## src/rtl/lsu_pkg.sv

```systemverilog
// Shared definitions for the load path of the LSU.
// Holds the access-width encoding, the load FSM state type and small
// address/width helpers used by the load data unit.
package lsu_pkg;

  localparam int unsigned LSU_XLEN = 32;
  localparam int unsigned LSU_NBE  = LSU_XLEN / 8;

  // Access width encoding on the width input
  localparam logic [1:0] LSU_BYTE = 2'b00;
  localparam logic [1:0] LSU_HALF = 2'b01;
  localparam logic [1:0] LSU_WORD = 2'b10;
  localparam logic [1:0] LSU_RSVD = 2'b11;

  typedef enum logic [1:0] {
    ST_IDLE = 2'b00,
    ST_REQ  = 2'b01,
    ST_WAIT = 2'b10,
    ST_RESP = 2'b11
  } ld_state_t;

  // Byte-lane mask for a load; the reserved width reads the whole word
  function automatic logic [LSU_NBE-1:0] lsu_be(input logic [1:0] off, input logic [1:0] wd);
    logic [LSU_NBE-1:0] be;
    case (wd)
      LSU_BYTE: be = 4'b0001 << off;
      LSU_HALF: be = off[1] ? 4'b1100 : 4'b0011;
      default:  be = 4'b1111;
    endcase
    return be;
  endfunction

  // Misaligned half/word or reserved width
  function automatic logic lsu_misaligned(input logic [1:0] off, input logic [1:0] wd);
    logic bad;
    case (wd)
      LSU_HALF: bad = off[0];
      LSU_WORD: bad = (off != 2'b00);
      LSU_RSVD: bad = 1'b1;
      default:  bad = 1'b0;
    endcase
    return bad;
  endfunction

endpackage

```

## src/rtl/load_extract.sv

```systemverilog
// Combinational lane select and sign/zero extension of a raw memory word.
// Ports:
//   rdata       in  32  raw memory word
//   offset      in  2   byte offset of the load within the word
//   width       in  2   access width (byte/half/word; reserved reads as word)
//   unsigned_ld in  1   1 = zero-extend, 0 = sign-extend
//   data        out 32  aligned, extended result
module load_extract
  import lsu_pkg::*;
(
  input  logic [31:0] rdata,
  input  logic [1:0]  offset,
  input  logic [1:0]  width,
  input  logic        unsigned_ld,
  output logic [31:0] data
);

  logic [7:0]  w_byte;
  logic [15:0] w_half;

  // Lane select: byte by full offset, half by offset[1] only
  assign w_byte = rdata[{offset, 3'b000} +: 8];
  assign w_half = rdata[{offset[1], 4'b0000} +: 16];

  always_comb begin
    data = rdata;
    case (width)
      LSU_BYTE: data = unsigned_ld ? {24'h000000, w_byte} : {{24{w_byte[7]}}, w_byte};
      LSU_HALF: data = unsigned_ld ? {16'h0000, w_half} : {{16{w_half[15]}}, w_half};
      default:  data = rdata;
    endcase
  end

endmodule

```

## src/rtl/load_data_unit.sv

```systemverilog
// Load data unit: accepts one load from execute, issues a single-cycle
// word-aligned read to data memory, aligns/extends the returned data and
// holds the result until write-back takes it.
// Optional feature macro: LOAD_MISALIGN_CHK_EN -- misaligned half/word and
// reserved-width loads skip memory and respond immediately with ld_err=1.
// Ports:
//   clk, rst            clock, async active-high reset
//   req_valid/req_ready load request handshake from execute
//   addr, width, unsigned_ld  request payload
//   mem_req, mem_addr, mem_be  read strobe, aligned address, byte lanes
//   mem_rvalid, mem_rdata      read return
//   ld_valid/ld_ready    result handshake to write-back
//   ld_data, ld_err      result payload
module load_data_unit
  import lsu_pkg::*;
(
  input  logic        clk,
  input  logic        rst,
  input  logic        req_valid,
  output logic        req_ready,
  input  logic [31:0] addr,
  input  logic [1:0]  width,
  input  logic        unsigned_ld,
  output logic        mem_req,
  output logic [31:0] mem_addr,
  output logic [3:0]  mem_be,
  input  logic        mem_rvalid,
  input  logic [31:0] mem_rdata,
  output logic        ld_valid,
  input  logic        ld_ready,
  output logic [31:0] ld_data,
  output logic        ld_err
);

  ld_state_t   r_state, w_state_nxt;

  logic        r_req_ready, w_req_ready_nxt;
  logic        r_mem_req,   w_mem_req_nxt;
  logic [31:0] r_mem_addr,  w_mem_addr_nxt;
  logic [3:0]  r_mem_be,    w_mem_be_nxt;
  logic        r_ld_valid,  w_ld_valid_nxt;
  logic [31:0] r_ld_data,   w_ld_data_nxt;
  logic        r_ld_err,    w_ld_err_nxt;

  // Captured request fields needed after acceptance
  logic [1:0]  r_off;
  logic [1:0]  r_width;
  logic        r_unsigned;
  logic        w_capture;

  logic        w_bad;
  logic [31:0] w_ext_data;

`ifdef LOAD_MISALIGN_CHK_EN
  assign w_bad = lsu_misaligned(addr[1:0], width);
`else
  assign w_bad = 1'b0;
`endif

  load_extract u_extract (
    .rdata       (mem_rdata),
    .offset      (r_off),
    .width       (r_width),
    .unsigned_ld (r_unsigned),
    .data        (w_ext_data)
  );

  // Next-state and next-output logic
  always_comb begin
    w_state_nxt     = r_state;
    w_req_ready_nxt = r_req_ready;
    w_mem_req_nxt   = 1'b0;
    w_mem_be_nxt    = 4'h0;
    w_mem_addr_nxt  = r_mem_addr;
    w_ld_valid_nxt  = r_ld_valid;
    w_ld_data_nxt   = r_ld_data;
    w_ld_err_nxt    = r_ld_err;
    w_capture       = 1'b0;

    case (r_state)
      ST_IDLE: begin
        w_req_ready_nxt = 1'b1;
        if (req_valid) begin
          w_capture       = 1'b1;
          w_req_ready_nxt = 1'b0;
          w_mem_addr_nxt  = {addr[31:2], 2'b00};
          if (w_bad) begin
            // Rejected access: respond at once without touching memory
            w_state_nxt    = ST_RESP;
            w_ld_valid_nxt = 1'b1;
            w_ld_err_nxt   = 1'b1;
            w_ld_data_nxt  = 32'h0;
          end else begin
            w_state_nxt   = ST_REQ;
            w_mem_req_nxt = 1'b1;
            w_mem_be_nxt  = lsu_be(addr[1:0], width);
          end
        end
      end
      ST_REQ: begin
        w_state_nxt = ST_WAIT;
      end
      ST_WAIT: begin
        if (mem_rvalid) begin
          w_state_nxt    = ST_RESP;
          w_ld_valid_nxt = 1'b1;
          w_ld_err_nxt   = 1'b0;
          w_ld_data_nxt  = w_ext_data;
        end
      end
      ST_RESP: begin
        if (ld_ready) begin
          w_state_nxt     = ST_IDLE;
          w_ld_valid_nxt  = 1'b0;
          w_req_ready_nxt = 1'b1;
        end
      end
      default: begin
        w_state_nxt     = ST_IDLE;
        w_req_ready_nxt = 1'b1;
        w_ld_valid_nxt  = 1'b0;
      end
    endcase
  end

  // State and output registers
  always_ff @(posedge clk or posedge rst) begin
    if (rst) begin
      r_state     <= ST_IDLE;
      r_req_ready <= 1'b1;
      r_mem_req   <= 1'b0;
      r_mem_addr  <= 32'h0;
      r_mem_be    <= 4'h0;
      r_ld_valid  <= 1'b0;
      r_ld_data   <= 32'h0;
      r_ld_err    <= 1'b0;
    end else begin
      r_state     <= w_state_nxt;
      r_req_ready <= w_req_ready_nxt;
      r_mem_req   <= w_mem_req_nxt;
      r_mem_addr  <= w_mem_addr_nxt;
      r_mem_be    <= w_mem_be_nxt;
      r_ld_valid  <= w_ld_valid_nxt;
      r_ld_data   <= w_ld_data_nxt;
      r_ld_err    <= w_ld_err_nxt;
    end
  end

  // Request capture
  always_ff @(posedge clk or posedge rst) begin
    if (rst) begin
      r_off      <= 2'b00;
      r_width    <= LSU_BYTE;
      r_unsigned <= 1'b0;
    end else if (w_capture) begin
      r_off      <= addr[1:0];
      r_width    <= width;
      r_unsigned <= unsigned_ld;
    end
  end

  assign req_ready = r_req_ready;
  assign mem_req   = r_mem_req;
  assign mem_addr  = r_mem_addr;
  assign mem_be    = r_mem_be;
  assign ld_valid  = r_ld_valid;
  assign ld_data   = r_ld_data;
  assign ld_err    = r_ld_err;

endmodule

```

## config.mk

```make
export PLATFORM = sky130hd
export DESIGN_NAME = load_data_unit
export DESIGN_NICKNAME = d
export VERILOG_FILES = /design/src/rtl/lsu_pkg.sv /design/src/rtl/load_extract.sv /design/src/rtl/load_data_unit.sv
export SDC_FILE = /design/constraint.sdc
export NUM_CORES = 1
export LEC_CHECK = 0
export CAP_MARGIN = 20
export CORE_MARGIN = 2
export CORE_UTILIZATION = 45
export CTS_BUF_LIST = sky130_fd_sc_hd__clkbuf_8
export DETAILED_ROUTE_END_ITERATION = 16
export GPL_TIMING_DRIVEN = 1
export PLACE_DENSITY = 0.93
export SYNTH_ARGS = -nofsm -noshare
export SYNTH_HDL_FRONTEND = slang
export SYNTH_SLANG_ARGS = --single-unit
```

## constraint.sdc

```tcl
create_clock -name clk -period 3 [get_ports clk]
set_input_delay 0.6 -clock clk [delete_from_list [all_inputs] [get_ports clk]]
set_output_delay 0.6 -clock clk [all_outputs]
set_load 0.02 [all_outputs]
```

### Word level (Yosys, flattened, before mapping)

Cells that the tools add are included.

* reduce and logical (&&, ||, !) cells: 10
* shift operators: 3
* multiplexer cells: 19
* equal/unequal tests: 8

Operators by type and width (count)
* 32-bit 2-to-1 mux: 2
* 32-bit one-hot mux with 2 select lines: 1
* 32-bit by 6-bit variable part select with 16-bit output: 1
* 32-bit by 6-bit variable part select with 8-bit output: 1
* 4-bit 2-to-1 mux: 3
* 2-bit one-hot mux with 4 select lines: 1
* 4-bit one-hot mux with 2 select lines: 1
* 2-bit by 1-bit equality test with 1-bit output (second input constant): 3
* 2-bit logical NOT: 3
* 1-bit 2-to-1 mux: 6
* 2-bit 2-to-1 mux: 3
* 2-bit inequality test (second input constant): 3
* 2-bit AND reduction: 3
* 3-bit AND reduction: 2
* 2-bit equality test (second input constant): 2
* 1-bit one-hot mux with 2 select lines: 2
* 2-bit nonzero test: 2
* 1-bit by 2-bit left shift with 4-bit output (first input constant): 1

* bits in registers: 76
* input port bits: 72
* output and inout bits: 72
* logic and storage cells: 50

### Longest topological paths before layout

Gate-level depths: netlist (run 1).

* depth in word-level cells: 4
* gate-level depth with buffers: 7
* gate-level depth less buffers: 5

### Modules after synthesis

From an unflattened synthesis (run 1), not the netlist that was laid out.

* cell total of the unflattened synthesis: 286
* area, all modules: 3629.7 um^2

Modules (own cells, without submodules)
* load_data_unit: cells each 190, area each 2927.8 um^2, seq. area each 1903.1 um^2, times used 1
* load_extract: cells each 96, area each 701.9 um^2, seq. area each 0.0 um^2, times used 1

### Worst setup path after synthesis (run 1)

No wires, ideal clock.

* path kind: register -> register
* start point: reg r_state[0]
* end point: reg r_mem_addr[10], in the netlist mem_addr[10]
* clock period less this slack: 1.623 ns
* data required time: 2.875 ns
* stages on the path, launching flop included: 7
* arrival: 1.498 ns
* slack: 1.377 ns
* setup time: 0.125 ns
* cell sequence: dfrtp_1 > inv_1 > ha_1 > nand2_1 > inv_2 > buf_2 > mux2_2

* longest elaborated chain between the ends: 2

Ends and longest elaborated chain
* start, declared: line load_data_unit.sv:35 `ld_state_t r_state, w_state_nxt;`
* start signal, assigned: line load_data_unit.sv:138 `r_state <= w_state_nxt;`
* 2-bit logical NOT: line load_data_unit.sv:80 `case (r_state)`
* 2-bit AND reduction (no source line)
* end signal, assigned: line load_data_unit.sv:141 `r_mem_addr <= w_mem_addr_nxt;`
* end, declared: line load_data_unit.sv:39 `logic [31:0] r_mem_addr, w_mem_addr_nxt;`

Every way passes these cells.
A chain may end at the register's enable or synchronous reset.

### Final worst setup path (run 1)

* start point: reg r_state[0]
* end point: reg r_ld_data[29], in the netlist ld_data[29]

* longest elaborated chain between the ends: 2

Ends and longest elaborated chain
* 2-bit equality test: line load_data_unit.sv:80
* 2-bit AND reduction (no source line)
* end signal, assigned: line load_data_unit.sv:144 `r_ld_data <= w_ld_data_nxt;`
* end, declared: line load_data_unit.sv:42 `logic [31:0] r_ld_data, w_ld_data_nxt;`

Every way passes these cells.

==> results list, run 1 <==
* Mean instance size in the synthesized netlist: 11.3 sq um
- Of the available clock period, the critical path in the final layout requires 0.739.
* Post-route antenna net violation count: 0
- Dpl hpwl: 7450 um
- No sink is reached through more buffers than the 2 on the longest clock path.
* Part of the total power dissipated in combinational logic: 0.518
- Nature of the critical path endpoint: flop
- Most common cell after layout, fill and taps aside: clkdlybuf4s50_1
- The first global-routing pass estimated 16300 um of wire.
* Largest area contributor in the synthesized netlist: dfrtp_1
- Hold Violations, Final: 0
- Post_cts resized: 0
* Maximum clock frequency: 451 MHz
- Cells after synthesis: roughly 320
- Max-cap violations: 0
* Xor-xnor portion of the synthesized cell area: 0
* Dominant combinational cell family by area after synthesis: compound AO/OA/AOI/OAI gates
- After synthesis the netlist holds a flip-flop and latch count of 76.
- Row generation in the floorplan step produced 32 rows.
- Total power: 5.94 mW
* Number of levels the H-tree was split into: 3
- Entering global routing, the biggest net connects 36 pins.
- Post-synthesis simple-gate area fraction: 0.117
- Slew Viols, Final: 0
- First-iteration detailed-routing DRC count: approximately 190
* CP arrival: 2460 ps
* Multiplexer area fraction after synthesis: 0.136
- Die boundary height: 94.4 um
- The floorplan step defined a core boundary enclosing 7810 sq um.
* Overall Global Routing Usage: 0.237
- Ratio of cells with drive above 1 in the final layout: 0.145
* Worst path required time: 3250 ps
- Transition time at the pin with the least slew margin: 962 ps
- Routability Congestion: ~0.86
- First-pass iteration count of the detailed router: 4
* Die Wd: approximately 94 um
* Synth Area in Adders: 0.0136
- The share of the Yosys chip area taken by registers is 0.518.
* Total number of nets in the final design: between 500 and 600
* Placed instance count: 548
* Lkg Pwr: 2.21 nW
- Reg clk slew, reported paths: 90 ps
* Final critical-path setup slack: 784 ps
- IR analysis of the VDD net gives a maximum drop of 644 uV.
* Vias in the first global route: around 3400
- Of the total power, the share spent switching nets is 0.396.
- Int Power: 3.59 mW
- Portion of total power attributed to sequential cells: 0.326
- The netlist uses 41 different library cells.
- Min Clock Period, post-route: 2220 ps
- The number of antenna violations at the first check in global routing was 0.
* Post-synth top flop: dfrtp_1
- Net switching power: approximately 2.4 mW
- Area delta synth->final: 45.8%
- The floorplan step defined a die boundary enclosing 8910 sq um.
- For this run, the number of Yosys warnings is 0.
- For this block, the routed nets add up to roughly 10000 um of wire.
- Buffers inserted during clock tree synthesis total 9.
* TritonCTS clock tree: done
- WL/cell: around 18 um
- Sorting the synthesized cells by area gives the leading types as dfrtp_1, mux2_2, mux2_1.
* Effective utilization at floorplan: 0.471
* Ratio of routed vias to standard cells: 5.49
- The cell sitting at the root of the clock tree is a clkbuf_8.
* Number of hold-repair buffers added at the cts stage: 0
- Run status: complete, no violations
- 144 I/O pins were placed.
- Buffers placed on the I/O ports in this run total 140.
- The compound-cell area share of the yosys netlist was 0.164.
- Setup repair after global routing missed its margin: no
- Setup violations, final: 0
- Headroom to the max-slew limit came out at 0.358.
- The count of cells in the finished layout, fillers not included, comes to 564.
* Via total after detailed routing: a little over 3000
- The share of total power dissipated in the clock network is 0.156.
* Synth top area share: 0.511
* Buffers inserted during post-CTS setup optimization: 0
- Aggregate global routing overflow: 0
- The number of antenna diodes in the final layout is 0.
- Count of unresolved DRC violations after routing: 0
- Most frequent cells in the layout: clkdlybuf4s50_1, dfrtp_1, a21oi_1, nor2_1, mux2_2
- After synthesis, the share of flip-flops with an asynchronous set or reset is 1.00.
- Hold Path Class: flop to flop
- Summing every instance area after synthesis gives 3680 sq um.
* PD cells: 1110 nW/um^2
- Worst-Skew Late Latency: about 350 ps
- Prior to clock tree synthesis, the placed netlist has a worst setup slack of 577 ps.
- Clock skew on the completed layout was measured at around 14 ps.
- Worst Setup Start Kind: flop
- CTS saw between 70 and 80 sinks.
* Final TNS setup: 0 ps
- Type of the setup path with the least slack: flop to flop
* Critical-path maximum fanout: 16
* Number of enable flip-flop cells after synthesis: 0
cell type report:
type | instances | area, sq um
Clock buffer | 9 | 124
Clock inverter | 7 | 110
Fill cell | 590 | 2450
Inverter | 9 | 33.8
Multi-Input combinational cell | 214 | 1590
Sequential cell | 76 | 1900
Tap cell | 102 | 128
Timing Repair Buffer | 147 | 1470
per-stage QoR:
step	hold WS [ps]	area, sq um	utilization
final	489	5360	0.686
after global routing	514	5360	0.686
after CTS	495	5360	0.686
after detailed placement	478	5120	0.656
after global placement	468	5120	0.656
after floorplan	512	3680	-
power groups by stage:
| stage | clock, mW | combinational, mW | sequential, mW |
|---|---|---|---|
| floorplan | 0 | 1.34 | 2.37 |
| global placement | 0 | 2.99 | 1.91 |
| detailed placement | 0 | 3.08 | 1.95 |
| CTS | 0.930 | 3.10 | 1.94 |
| global route | 0.979 | 3.31 | 2.00 |
| finish | 0.924 | 3.08 | 1.94 |
Yosys cell counts (2+ instances only):
| cell type | instances |
|---|---|
| o22ai_2 | 10 |
| o21ai_1 | 4 |
| dfrtp_1 | 75 |
| o22ai_1 | 6 |
| a21oi_1 | 35 |
| nand2b_1 | 3 |
| and3b_1 | 7 |
| nand4b_1 | 9 |
| ha_1 | 4 |
| buf_6 | 4 |
| o21ai_0 | 20 |
| clkbuf_1 | 11 |
| nand2_1 | 13 |
| buf_2 | 8 |
| buf_4 | 3 |
| mux2_1 | 16 |
| nor2b_1 | 8 |
| mux2_2 | 25 |
| mux2_4 | 2 |
| a221oi_1 | 7 |
| inv_1 | 8 |
| nor2_1 | 27 |
cells by family after synthesis:
| kind of cell | count (synthesis) |
|---|---|
| compound gates | 88 |
| flops | 76 |
| simple gates | 75 |
| mux | 44 |
| buf+inv | 36 |
| fa+ha+maj | 4 |
| other cells | 1 |
registers in the layout (all words and copies together) (netlist names):
| name | flops |
|---|---|
| r_unsigned | 1 |
| r_width | 2 |
| req_ready | 1 |
| mem_addr | 30 |
| mem_req | 1 |
| mem_be | 4 |
| ld_valid | 1 |
| r_state | 2 |
| r_off | 2 |
| ld_data | 32 |
per-layer routing:
metal	vias to the layer above	wire [um]	global-route usage
met5	-	0	0
met4	0	213	0.0906
met3	21	1010	0.0742
met2	152	5070	0.396
met1	1505	3960	0.288
li1	1418	-	-
final timing paths:
check | startpoint | endpoint | slack (ps) | depth (start not counted)
max | r_state[0]$_DFFE_PP0P_ | ld_data[29]$_DFFE_PP0P_ | 780 | 5
min | mem_addr[3]$_DFFE_PP0P_ | mem_addr[3]$_DFFE_PP0P_ | 490 | 1
max reg2reg | r_state[0]$_DFFE_PP0P_ | ld_data[29]$_DFFE_PP0P_ | 780 | 5
min reg2reg | mem_addr[3]$_DFFE_PP0P_ | mem_addr[3]$_DFFE_PP0P_ | 490 | 1
max in group asynchronous | rst | r_state[1]$_DFFE_PP0P_ | 1730 | 3
min in group asynchronous | rst | mem_addr[17]$_DFFE_PP0P_ | 620 | 2
critical path, cell delays in order, from the launching register on:
cell	delay, ps
dfrtp_1	400
inv_1	130
ha_1	510
nand2_1	120
or3_1	650
o22ai_1	300
No activity file was read; power rests on OpenSTA's default activity.
==> inputs of run 2 (changes only) <==
- CORE_UTILIZATION: 45 -> 41
- PLACE_DENSITY: 0.93 -> 0.9
- clock period: 3 -> 1.8 ns (I/O delays scaled with it)
==> run 2 against run 1 <==
- hold slack got worse by 74 ps
- register-to-register slack lost 710 ps
- largest power group unchanged
- largest cell class unchanged
- critical path type unchanged
- die area increased by 9.3%
- global-route usage is 2.3 points lower
==> results list, run 2 (synthesized netlist as in run 1, its figures left out) <==
- The min-delay analysis places its worst path in the category input port to asynchronous set/reset pin.
- The number of antenna violations at the first check in global routing is 0.
* Final critical-path setup slack: 76.4 ps
* Slew Viols, Final: 0
* First-pass iteration count of the detailed router: 5
- The library cell used most frequently in the layout, excluding fill and tap cells, is clkdlybuf4s50_1.
- Aggregate global routing overflow: 0
- For this block, the routed nets add up to about 10000 um of wire.
- For the pin with the worst max-slew slack, the measured transition is 541 ps.
- The register with the most flip-flops in the layout has 32 of them.
* Type of the setup path with the least slack: flop to flop
- Total die area: 9740 sq um
- Prior to clock tree synthesis, the placed netlist has a worst setup slack of -53.4 ps.
- Maximum clock frequency: 580 MHz
- Maximum VDD drop: roughly 780 uV
- Critical path buffers and inverters: 1
* Die Wd: 98.7 um
- The worst path in the final design needs a cycle of 1720 ps, including I/O delays and setup.
* PD cells: 1790 nW/um^2
- The root buffer cell chosen for the clock tree is clkbuf_8.
- In this run the tool buffered the top-level ports with 140 buffer cells.
- Setup repair after global routing left no endpoint under its margin.
- Register area: 1900 sq um
- Area used by multi-input combinational logic: 1600 sq um
- Setup violations, final: 0
- Number of buffers inserted during clock tree synthesis: 9
- Utilization of the core after routing: 0.630
* Family with the most delay on the worst path: flip-flops
- The H-tree generated during clock tree synthesis spans 3 levels.
* Ratio of routed vias to standard cells: about 5.5
- No sink is reached through more buffers than the 2 on the longest clock path.
* Critical-path maximum fanout: 7
- Hold Violations, Final: 0
* Nature of the critical path endpoint: flop
- At the end of routability-driven placement, the weighted congestion stood at 0.834.
* Number of antenna cells inserted: 0
- Die boundary height: roughly 99 um
- Pin count of the biggest net entering global routing: 39
* Highest cell delay on the worst timing path: 550 ps
* Dpl hpwl: 7500 um
* Standard-cell rows: 34
- Wire length of the first global-routing pass: about 17000 um
- Compared with the post-synthesis result, the final layout area differs by 49.5%.
- At the worst endpoint, the required time is 2020 ps.
* Most frequent cells in the layout: clkdlybuf4s50_1, dfrtp_1, a21oi_1, nor2_1, mux2_2
- For the worst setup path, the data arrival time is around 1900 ps.
* WL/cell: around 18 um
- After the first detailed-routing iteration, the DRC count stood at 133.
- The detail route stage leaves a number of antenna-violating nets equal to 0.
* Slowest cell on the critical path: dfrtp_1
* Total number of nets in the final design: ~550
* Run status: complete, no violations
* Number of clock sinks: 76
* Critical-path cell list: buf_4 > mux2_1 > a221oi_1 > a21oi_1
* Ratio of cells with drive above 1 in the final layout: 0.172
* Worst clock skew on the final layout: 9.49 ps
- Top Ports: 144
* Number of fill cells: ~660
- Max-cap violations: 0
- For this configuration, the core starts out at a cell density of 0.422.
* Count of unresolved DRC violations after routing: 0
- The detailed router placed 3226 vias in this run.
- Worst-Skew Late Latency: ~340 ps
* Area of the core: between 8000 and 9000 sq um
* Period utilisation layout: 0.958
* Lkg Pwr: around 2.3 nW
* Vias in the first global route: 3502
- TritonCTS built the clock tree.
* Max-slew headroom at the worst pin: 0.636
- Reg clk slew, reported paths: 80 ps
- For this run, the total global-route usage over all layers was measured as 0.214.
* Worst Setup Start Kind: flop
[run 2: path summary, 6_finish.rpt]
| path | from | endpoint | slack [ps] | depth (start not counted) |
|---|---|---|---|---|
| min | rst | mem_addr[14]$_DFFE_PP0P_ | 420 | 3 |
| min in group clk | mem_addr[3]$_DFFE_PP0P_ | mem_addr[3]$_DFFE_PP0P_ | 490 | 1 |
| max in group asynchronous | rst | ld_data[26]$_DFFE_PP0P_ | 910 | 3 |
| max | r_off[1]$_DFFE_PP0P_ | ld_data[3]$_DFFE_PP0P_ | 80 | 4 |
| max reg2reg | r_off[1]$_DFFE_PP0P_ | ld_data[3]$_DFFE_PP0P_ | 80 | 4 |
| min reg2reg | mem_addr[3]$_DFFE_PP0P_ | mem_addr[3]$_DFFE_PP0P_ | 490 | 1 |
[run 2: final cells by class]
cell class / count / share of cell area
sequential: 76 / 0.346
multi-input combinational: 214 / 0.291
tap: 108 / 0.0246
clock buffer: 10 / 0.0251
inverter: 9 / 0.00683
clock inverter: 6 / 0.00455
timing repair buffer: 162 / 0.302
[run 2: repair_timing]
item                                    in CTS  in global routing
cloned                                       0                  1
endpoints found under the setup margin       1                  9
endpoints found under the hold margin        0                  0
hold buffers                                 0                  0
buffers inserted                             0                  1
resized for setup                            1                  2
[run 2: tightest hold or removal path, delay by kind of cell]
kind                   cells  cell delay [ps]
buffers and inverters      3              760
[run 2: power by group]
group          leakage (nW)  internal, mW  switching (mW)
sequential            0.889          2.57           0.593
combinational          1.30          2.77            2.79
clock                 0.101         0.515           0.589
total                  2.29          5.85            3.97
[run 2: routing by layer]
layer	GRT usage	vias to the layer above	routed length (um)
met2	0.379	176	5310
met3	0.0589	24	930
li1	-	1451	-
met4	0.0769	0	264
met1	0.249	1575	3910
met5	0	-	0
[run 2: through the flow]
step                area (sq um)  TNS (ps)  hold WS (ps)  instances  power, mW
global placement            5280     -20.6           474        567       8.45
finish                      5490         0           415        585       9.82
detailed placement          5280      -293           479        567       8.67
floorplan                   3690         0           487        326       6.19
CTS                         5450         0           410        583       9.80
global route                5490         0           419        585       10.4
==> inputs of run 3 (changes only) <==
- CORE_UTILIZATION: 41 -> 35
- PLACE_DENSITY: 0.9 -> 0.8
==> run 3 against run 2 <==
- sequential power about the same
- non-clock buffer count fell by 3
- via count decreased by 1.9%
- critical path depth is 3 lower
- register-to-register slack improved by 40 ps
- setup slack got worse by 2.3 ps
- critical endpoint is now ld_data[15]
==> results list, run 3 (synthesized netlist as in run 1, its figures left out) <==
* Nature of the critical path endpoint: primary output
* Period utilisation layout: 0.959
- Across all register-to-register paths, the minimum setup slack is 120 ps.
- WL/cell: 17.1 um
- Routability-driven placement finished with a final weighted congestion of 0.847.
- Final Routed Wirelength: roughly 10000 um
- After floorplanning, the core was sized to cover around 10000 sq um.
- Summed over all nets, the switching power comes to 3.98 mW.
* Int Power: roughly 6.4 mW
* Setup violations, final: 0
* Worst clock skew on the final layout: 17.5 ps
- After filler insertion, the fill cell instance count of the layout stands at 876.
* Switching part of the total power: 0.382
* Slew Viols, Final: 0
* Max-slew headroom at the worst pin: 0.618
- After detailed routing, the number of remaining DRC violations is 0.
- In this design, the stage delay of the slowest critical-path cell is just over 600 ps.
- After clock tree synthesis, the flow added hold-fix buffers numbering 0.
- Hold Violations, Final: 0
- Portion of total power attributed to sequential cells: 0.300
- Worst-Skew Late Latency: 350 ps
- Of the total power, combinational logic draws 0.530.
- The clock net in this run drives a total of 76 sinks.
* First-pass iteration count of the detailed router: 4
* Number of buffers inserted during clock tree synthesis: 9
- Data on the critical path is required at its endpoint by 1440 ps.
* Ratio of routed vias to standard cells: 5.19
- In this run the post-CTS setup repair buffer count came out at 0.
- Standard-cell rows: 37
* Start of the worst register-to-register path: r_off[1]$_DFFE_PP0P_
- The placed instances occupy a cell area of 5340 sq um.
* Most frequent cells in the layout: clkdlybuf4s50_1, dfrtp_1, a21oi_1, nor2_1, mux2_2
- Measured along the x axis, the die boundary spans 106 um.
* Worst Setup Start Kind: flop
- Reg2Reg Capture Point: ld_data[4]$_DFFE_PP0P_
- Antenna violations before repair: 0
- The largest individual stage delay along the critical path comes from the cell clkdlybuf4s50_1.
* Family with the most delay on the worst path: buffers and inverters
- Worst reg2reg path depth: 4
- The flow ran to the end, and the final reports show no timing, DRC or antenna violations.
- First element of the critical path: ld_data[15]$_DFFE_PP0P_
- The tightest min-delay check is of the input port to asynchronous set/reset pin type.
- Number of port buffers: 140
- The repair_antennas step left the layout with diodes totalling 0.
- Maximum clock frequency: 579 MHz
- Post-route antenna net violation count: 0
* Type of the setup path with the least slack: flop to primary output
* Utilization of the core after routing: 0.546
- Pin count of the biggest net entering global routing: 37
- Reg clk slew, reported paths: about 90 ps
* PD cells: 1860 nW/um^2
- The first global-routing pass estimated 16600 um of wire.
- Together, buffers and inverters on the worst path number 1.
- In the final layout, the share of cells above drive strength 1 is 0.173.
- After detailed routing, the wire length on met1 is 4110 um.
* Register area: 1900 sq um
- Leaving out fill and tap cells, the most frequent cell in the layout is clkdlybuf4s50_1.
- Setup total negative slack on the finished layout was measured at 0 ps.
- The register with the most flip-flops in the layout has 32 of them.
* Area delta synth->final: 52.7%
- In this run the clock root is driven by a clkbuf_8.
- Top Metal Used: met4
* CP arrival: 1370 ps
- The signal on the critical path passes through clkdlybuf4s50_1.
- The floorplan step set the die height to 106 um.
- The via count of the first global-routing pass came to between 3000 and 4000.
- Met2 wire length: approximately 5000 um
- Transition time at the pin with the least slew margin: 571 ps
- Wire length on met3: 1130 um
* Total power: around 10 mW
- Area used by multi-input combinational logic: around 1600 sq um
- 144 I/O pins were placed.
- Total die area: between 10000 and 15000 sq um
* Min Clock Period, post-route: 1730 ps
- For this run, the total global-route usage over all layers was measured as 0.187.
- Critical-path maximum fanout: 2
- Maximum buffer depth of the clock tree: 2
- Maximum VDD drop: 913 uV
- Dpl hpwl: about 7600 um
- The routed layout has 3165 vias.
* First-iteration detailed-routing DRC count: 165
- The initial utilization of the core area, before any placement, comes to 0.358.
- Lkg Pwr: 2.31 nW
* Final instance area: roughly 5600 sq um
- Max-cap violations: 0
* Aggregate global routing overflow: 0
* Clock network fraction of total power: 0.170
- The H-tree was split into 3 levels.
- Setup repair after global routing missed its margin: no
- TritonCTS built the clock tree.
* Final hold slack: slightly above 300 ps
* Total number of nets in the final design: 545
-- run 3: routing by layer --
metal | track usage | vias to the layer above
met5 | 0 | -
met4 | 0.0519 | 0
met3 | 0.0723 | 14
met2 | 0.319 | 160
met1 | 0.219 | 1550
li1 | - | 1441
-- run 3: metrics by stage --
| step | instances | worst slack, ps |
|---|---|---|
| finish | 610 | 74.1 |
| global route | 610 | 14.8 |
| CTS | 610 | 50.2 |
| detailed placement | 594 | -72.5 |
| global placement | 594 | -32.5 |
| floorplan | 326 | 177 |
-- run 3: how the worst max path moves through the flow --
stage	slack, ps	end	cells past startpoint
final	70	ld_data[15]	1
after detailed placement	-70	ld_data[14]$_DFFE_PP0P_	4
after CTS	50	ld_data[15]	1
after global placement	-30	ld_data[11]$_DFFE_PP0P_	4
after global routing	10	ld_data[15]	1
after floorplan	180	mem_addr[10]$_DFFE_PP0P_	6
-- run 3: layout make-up --
type                       count  share of cell area
multi-input combinational    214               0.284
inverter                       9             0.00669
clock buffer                  11              0.0270
clock inverter                 5              0.0221
sequential                    76               0.339
tap                          136              0.0303
timing repair buffer         159               0.290
-- run 3: what timing repair did --
action / CTS / global route
endpoints found under the hold margin: 0 / 0
endpoints found under the setup margin: 1 / 8
resized for setup: 1 / 2
-- run 3: power by group through the flow --
stage	registers, mW	logic, mW	clock network [mW]
after floorplan	3.95	2.24	0
after global placement	3.11	5.39	0
after detailed placement	3.15	5.53	0
after CTS	3.13	5.55	1.81
after global routing	3.24	5.87	1.88
final	3.13	5.52	1.77
